===== src/rtl/neuron_mac_seq.sv =====
// Time-multiplexed neuron: one signed Q-format multiplier is reused over N_IN serial (a, w) beats.
// The products are accumulated onto a bias, then the sum is saturated and activated, and the result is returned over valid/ready.
module neuron_mac_seq #(
  parameter int WIDTH = 32,
  parameter int FBITS = 24,
  parameter int N_IN  = 8,
  parameter int ACC_W = 2 * WIDTH
) (
  input  logic             clk,
  input  logic             rst,
  input  logic             en,
  input  logic             start,
  input  logic [WIDTH-1:0] bias,
  input  logic [1:0]       act_mode,
  input  logic             in_valid,
  output logic             in_ready,
  input  logic [WIDTH-1:0] a_in,
  input  logic [WIDTH-1:0] w_in,
  output logic             out_valid,
  input  logic             out_ready,
  output logic [WIDTH-1:0] y,
  output logic             busy
);

  localparam int CNT_W = (N_IN > 1) ? $clog2(N_IN) : 1;
  localparam logic [CNT_W-1:0] CNT_LAST = CNT_W'(N_IN - 1);

  localparam logic signed [WIDTH-1:0] Y_MAX     = {1'b0, {(WIDTH-1){1'b1}}};
  localparam logic signed [WIDTH-1:0] Y_MIN     = {1'b1, {(WIDTH-1){1'b0}}};
  localparam logic signed [ACC_W-1:0] ACC_MAX   = ACC_W'(Y_MAX);
  localparam logic signed [ACC_W-1:0] ACC_MIN   = ACC_W'(Y_MIN);
  localparam logic signed [WIDTH-1:0] ONE_Q     = WIDTH'(1) << FBITS;
  localparam logic signed [WIDTH-1:0] NEG_ONE_Q = -ONE_Q;

  typedef enum logic [1:0] {
    S_IDLE,
    S_ACCUM,
    S_ACT,
    S_DONE
  } state_e;

  state_e                    state_q, state_d;
  logic signed [ACC_W-1:0]   acc_q, acc_d;
  logic [CNT_W-1:0]          cnt_q, cnt_d;
  logic [1:0]                mode_q, mode_d;
  logic signed [WIDTH-1:0]   y_q, y_d;
  logic                      out_valid_q, out_valid_d;

  logic signed [2*WIDTH-1:0] prod_full;
  logic signed [2*WIDTH-1:0] prod_sh;
  logic signed [ACC_W-1:0]   prod_ext;
  logic signed [ACC_W-1:0]   bias_ext;
  logic signed [WIDTH-1:0]   sat;
  logic signed [WIDTH-1:0]   act_val;

  // Full-precision product, floored back to Q format by the arithmetic shift.
  always_comb begin
    prod_full = (2*WIDTH)'($signed(a_in)) * (2*WIDTH)'($signed(w_in));
    prod_sh   = prod_full >>> FBITS;
    prod_ext  = ACC_W'(prod_sh);
    bias_ext  = ACC_W'($signed(bias));
  end

  always_comb begin
    if (acc_q > ACC_MAX) begin
      sat = Y_MAX;
    end else if (acc_q < ACC_MIN) begin
      sat = Y_MIN;
    end else begin
      sat = acc_q[WIDTH-1:0];
    end

    unique case (mode_q)
      2'd1:    act_val = (sat < 0) ? '0 : sat;
      2'd2:    act_val = (sat > ONE_Q) ? ONE_Q : ((sat < NEG_ONE_Q) ? NEG_ONE_Q : sat);
      default: act_val = sat;
    endcase
  end

  always_comb begin
    // NOTE: every next-state signal starts as a copy of its flop so no path through this block can infer a latch.
    state_d     = state_q;
    acc_d       = acc_q;
    cnt_d       = cnt_q;
    mode_d      = mode_q;
    y_d         = y_q;
    out_valid_d = out_valid_q;

    if (en) begin
      unique case (state_q)
        S_IDLE: begin
          if (start) begin
            acc_d   = bias_ext;
            mode_d  = act_mode;
            cnt_d   = '0;
            state_d = S_ACCUM;
          end
        end
        S_ACCUM: begin
          if (in_valid) begin
            acc_d = acc_q + prod_ext;
            if (cnt_q == CNT_LAST) begin
              cnt_d   = '0;
              state_d = S_ACT;
            end else begin
              cnt_d = cnt_q + 1'b1;
            end
          end
        end
        S_ACT: begin
          y_d         = act_val;
          out_valid_d = 1'b1;
          state_d     = S_DONE;
        end
        S_DONE: begin
          // y deliberately keeps its value after the handshake completes.
          if (out_ready) begin
            out_valid_d = 1'b0;
            state_d     = S_IDLE;
          end
        end
        default: state_d = S_IDLE;
      endcase
    end
  end

  always_ff @(posedge clk) begin
    // NOTE: state flops use non-blocking assignments so every flop samples pre-edge values, regardless of statement order.
    if (!rst) begin
      state_q     <= S_IDLE;
      acc_q       <= '0;
      cnt_q       <= '0;
      mode_q      <= '0;
      y_q         <= '0;
      out_valid_q <= 1'b0;
    end else begin
      state_q     <= state_d;
      acc_q       <= acc_d;
      cnt_q       <= cnt_d;
      mode_q      <= mode_d;
      y_q         <= y_d;
      out_valid_q <= out_valid_d;
    end
  end

  assign in_ready  = en && (state_q == S_ACCUM);
  assign out_valid = out_valid_q;
  assign y         = y_q;
  assign busy      = (state_q != S_IDLE);

endmodule


===== config.mk =====
export PLATFORM = sky130hd
export DESIGN_NAME = neuron_mac_seq
export DESIGN_NICKNAME = d
export VERILOG_FILES = /design/src/rtl/neuron_mac_seq.sv
export SDC_FILE = /design/constraint.sdc
export NUM_CORES = 2
export LEC_CHECK = 0
export CAP_MARGIN = 5
export CORE_MARGIN = 1.5
export CORE_UTILIZATION = 55
export CTS_CLUSTER_SIZE = 28
export DETAILED_ROUTE_END_ITERATION = 6
export GPL_TIMING_DRIVEN = 0
export PLACE_DENSITY = 0.85
export SETUP_SLACK_MARGIN = 0.4
export SYNTH_ARGS = -nofsm -noshare
export SYNTH_HDL_FRONTEND = slang
export SYNTH_SLANG_ARGS = --single-unit

===== constraint.sdc =====
create_clock -name clk -period 10.8 [get_ports clk]
set_clock_uncertainty 0.15 [all_clocks]
set_input_delay 1.08 -clock clk [delete_from_list [all_inputs] [get_ports clk]]
set_output_delay 1.08 -clock clk [all_outputs]
set_load 0.02 [all_outputs]

==> metrics list <==
- Run status: finished with violations
* Violations in the final reports: design-rule violations, negative setup slack
* Path class of the lowest-slack min-delay path: reg2reg
- Via count: 36.43k
* Chip Width: 281.4 um
* Max Transition Viols Final: 0
- Via count of the first global-routing pass: 38.94k
- Once the floorplan was initialized, standard cells occupied 55.85% of the core.
- GRT overflow: 0
- Detailed-placement wirelength estimate: 116.1 mm
- Primary FF master, synth: dfxtp_1
- On the worst path, the slowest cell contributes a delay of 590 ps.
* Inserted Clock Buffers: 9
- Hold path endpoint: y[6]
- Counting cells, the worst reg-to-reg path comes to 13.
- Dividing the final minimum period by the clock period gives 104.5%.
* Die height: 281.4 um
- The largest individual stage delay along the critical path comes from the cell clkdlybuf4s50_1.
* Type of element launching the critical path: primary input
- Syn_nets: 6140
- Number of hold violations in the final report: 0
- Worst Tran Pin Value: 1086 ps
* WP data required: 10910 ps
- In this run the tightest slew margin relative to its limit is 27.36%.
- The detailed router finished its first iteration with 3817 violations.
- The initial antenna violation count is 11.
* Floorplan row count: 101
- 139 I/O pins were placed.
- Of the synthesized area, sequential elements account for 4.884%.
- After Yosys synthesis, full adders, half adders and majority gates account for 58.24% of the synthesized area.
* R2R setup slack: 6450 ps
- Cells after Synth: 4701
- Top post-synthesis cells by count: fa_1, inv_1, nand2_1
- All-layer global routing usage: 37.26%
- Summed over all instances, the cell type with the most area after synthesis is fa_1.
- The layout has 5783 filler cells.
* Num Clock Sinks: 104
* FF-to-FF Start: acc_q[44]
* H-Tree Depth: 3
- The first global-routing pass estimated 220.4 mm of wire.
* Proportion of synthesized area in mux cells: 0.6105%
- Fraction of final layout cells sized beyond drive strength 1: 12.21%
* Post-Synth Simple-Gate Area: 15.87%
* Core Region: 0.07633 mm^2
- The worst path in the final design needs a cycle of 11280 ps, including I/O delays and setup.
- Final RePlAce weighted congestion: 1.056
- Proportion of netlist area held by the largest area contributor: 50.82%
- CP Class: in2reg
- Setup repair after global routing could not meet its margin everywhere.
- Of all flip-flops after synthesis, the portion carrying an async set or reset was 0%.
- Routed wire length: 146.6 mm
- Timing would allow up to 0.08861 GHz.
- Number of synthesized flops with an enable pin: 0
* Clock latency at the later pin of the worst-skew pair: 370 ps
- CTS tree: built
- For this run, design rule violations remaining after detail routing come to 8.
- STA classifies the critical path endpoint as a flop.
- Sorting the synthesized cells by area gives the leading types as fa_1, inv_1, ha_1.
- Routed length per placed instance: 24.26 um
* Number of non-filler instances in the completed layout: 6042
- In this run, synthesis produced a sequential element count of 104.
* Number of max-capacitance violations reported: 0
- At the placement stage, the worst setup path has a slack of -2471 ps.
- Mean area per synthesized cell: 9.067 um^2
- Total of buffers placed on input and output ports: 138
* Number of placed instances, taps included: 5869
- By area, the combinational part of the netlist is dominated by adder cells.
- Post-synth cell types: 66
- After detailed routing, the number of vias per cell comes to 6.029.
* Post-Synthesis Cell Area: 0.04263 mm^2
* Count of nets left with antenna violations after detail routing: 0
- Clock transition at the register clock pins on the worst setup and hold paths after CTS: 80 ps
* Number of cells on the worst hold path: 2
* XOR/XNOR Fraction of Synth Area: 2.219%
* Largest net degree at the start of global routing: 25
- Setup violations remaining at the end of the flow were counted as 22.
* Clk buf depth: 2
- By instance count, the leading cell after synthesis is fa_1.
- For this run, the detailed router's first-pass iteration total came to 7.
* Share of the synthesized area in compound gates (AO/OA/AOI/OAI): 7.523%
- Clock tree synthesis selected as its root buffer the cell clkbuf_16.
- In this run the worst path has a maximum fanout of 10.
- In this run the critical register-to-register path is captured at y[30].
- For the worst setup path, the data arrival time is 11400 ps.
* Post-route setup slack: -484.8 ps
- Number of nets in the layout: 6438
* Hold path startpoint: y[6]
* Synth-to-Final Area Change: 15.74%
* Die area: 0.07918 mm^2
- Number of warnings printed during yosys synthesis: 0
* Most frequent cell on the critical path: fa_1
## state kept, by name (all words and copies together), names as in the netlist
name / cells
mode_q: 2
out_valid: 1
state_q: 2
y: 32
cnt_q: 3
acc_q: 64
## placed cells by master, fill, tap and decap left out, types with 66 or more instances in the layout
| master | n |
|---|---|
| clkdlybuf4s50_1 | 76 |
| fa_1 | 1051 |
| and2_1 | 454 |
| buf_4 | 143 |
| inv_1 | 959 |
| a21o_1 | 67 |
| o21ai_0 | 92 |
| a21oi_1 | 168 |
| xnor2_1 | 66 |
| nor2_1 | 113 |
| nand2_1 | 650 |
| ha_1 | 229 |
| dfxtp_1 | 104 |
## kinds of logic after synthesis
logic type	Yosys count
AOI/OAI and AO/OA	519
xor gates and xnor gates	108
adders and majority gates	1335
buffers and inverters	1209
DFF	104
muxes	26
and+or+nand+nor	1400
## layer usage
layer	track usage [%]	part of all wire [%]	wire, um
met1	42.29	32	46980
met2	60.36	46	67550
met3	10.92	12	18180
met4	26.67	9.4	13810
met5	0	0.037	54
## how the worst max path moves through the flow
stage / startpoint / endpoint / slack [ps]
2_1_floorplan: a_in[31] / acc_q[62] / 410
3_3_place_gp: a_in[8] / acc_q[58] / -2330
3_5_place_dp: a_in[8] / acc_q[62] / -2470
4_1_cts: w_in[5] / acc_q[61] / -70
5_1_grt: a_in[9] / acc_q[63] / -750
6_report: a_in[0] / acc_q[63] / -480
## area by class of cell
class | instances | area, um^2 | area share (%)
timing repair buffer | 286 | 2502 | 5.072
antenna | 8 | 20.02 | 0.04058
inverter | 968 | 3643 | 7.385
buffer | 241 | 2357 | 4.778
clock inverter | 7 | 67.56 | 0.1370
sequential | 104 | 2082 | 4.220
multi-input combinational | 3389 | 37150 | 75.30
tap | 1030 | 1289 | 2.612
clock buffer | 9 | 225.2 | 0.4565
## repair_timing
item                                   CTS  global route
setup buffers                          104            43
setup endpoints to repair               57            47
pin swaps                              125           103
hold buffers                             0             0
gates resized for setup                819           216
endpoints found under the hold margin    0             0
cloned                                   1             1
## stage by stage
step,instance area (um^2),TNS [ps],hold slack (ps),utilization [%]
2_1_floorplan,42690,0,286.2,-
4_1_cts,48440,-96.22,308.9,63.46
3_3_place_gp,45360,-76880,287.6,59.43
6_report,49330,-6118,304.8,64.64
3_5_place_dp,45360,-82830,296.5,59.43
5_1_grt,49320,-12640,342.7,64.61
## worst max-delay path, delay by kind of cell
family | cells | cell delay (ps)
adder cells (fa/ha/maj) | 10 | 3930
AO/OA/AOI/OAI | 14 | 3440
buffers and inverters | 9 | 1440
AND/OR/NAND/NOR | 8 | 880
XOR/XNOR | 1 | 390
multiplexers | 1 | 190
Power is left out: the tool's default activity adds up to more than one toggle a clock period on the data nets, which glitch-free logic cannot reach.
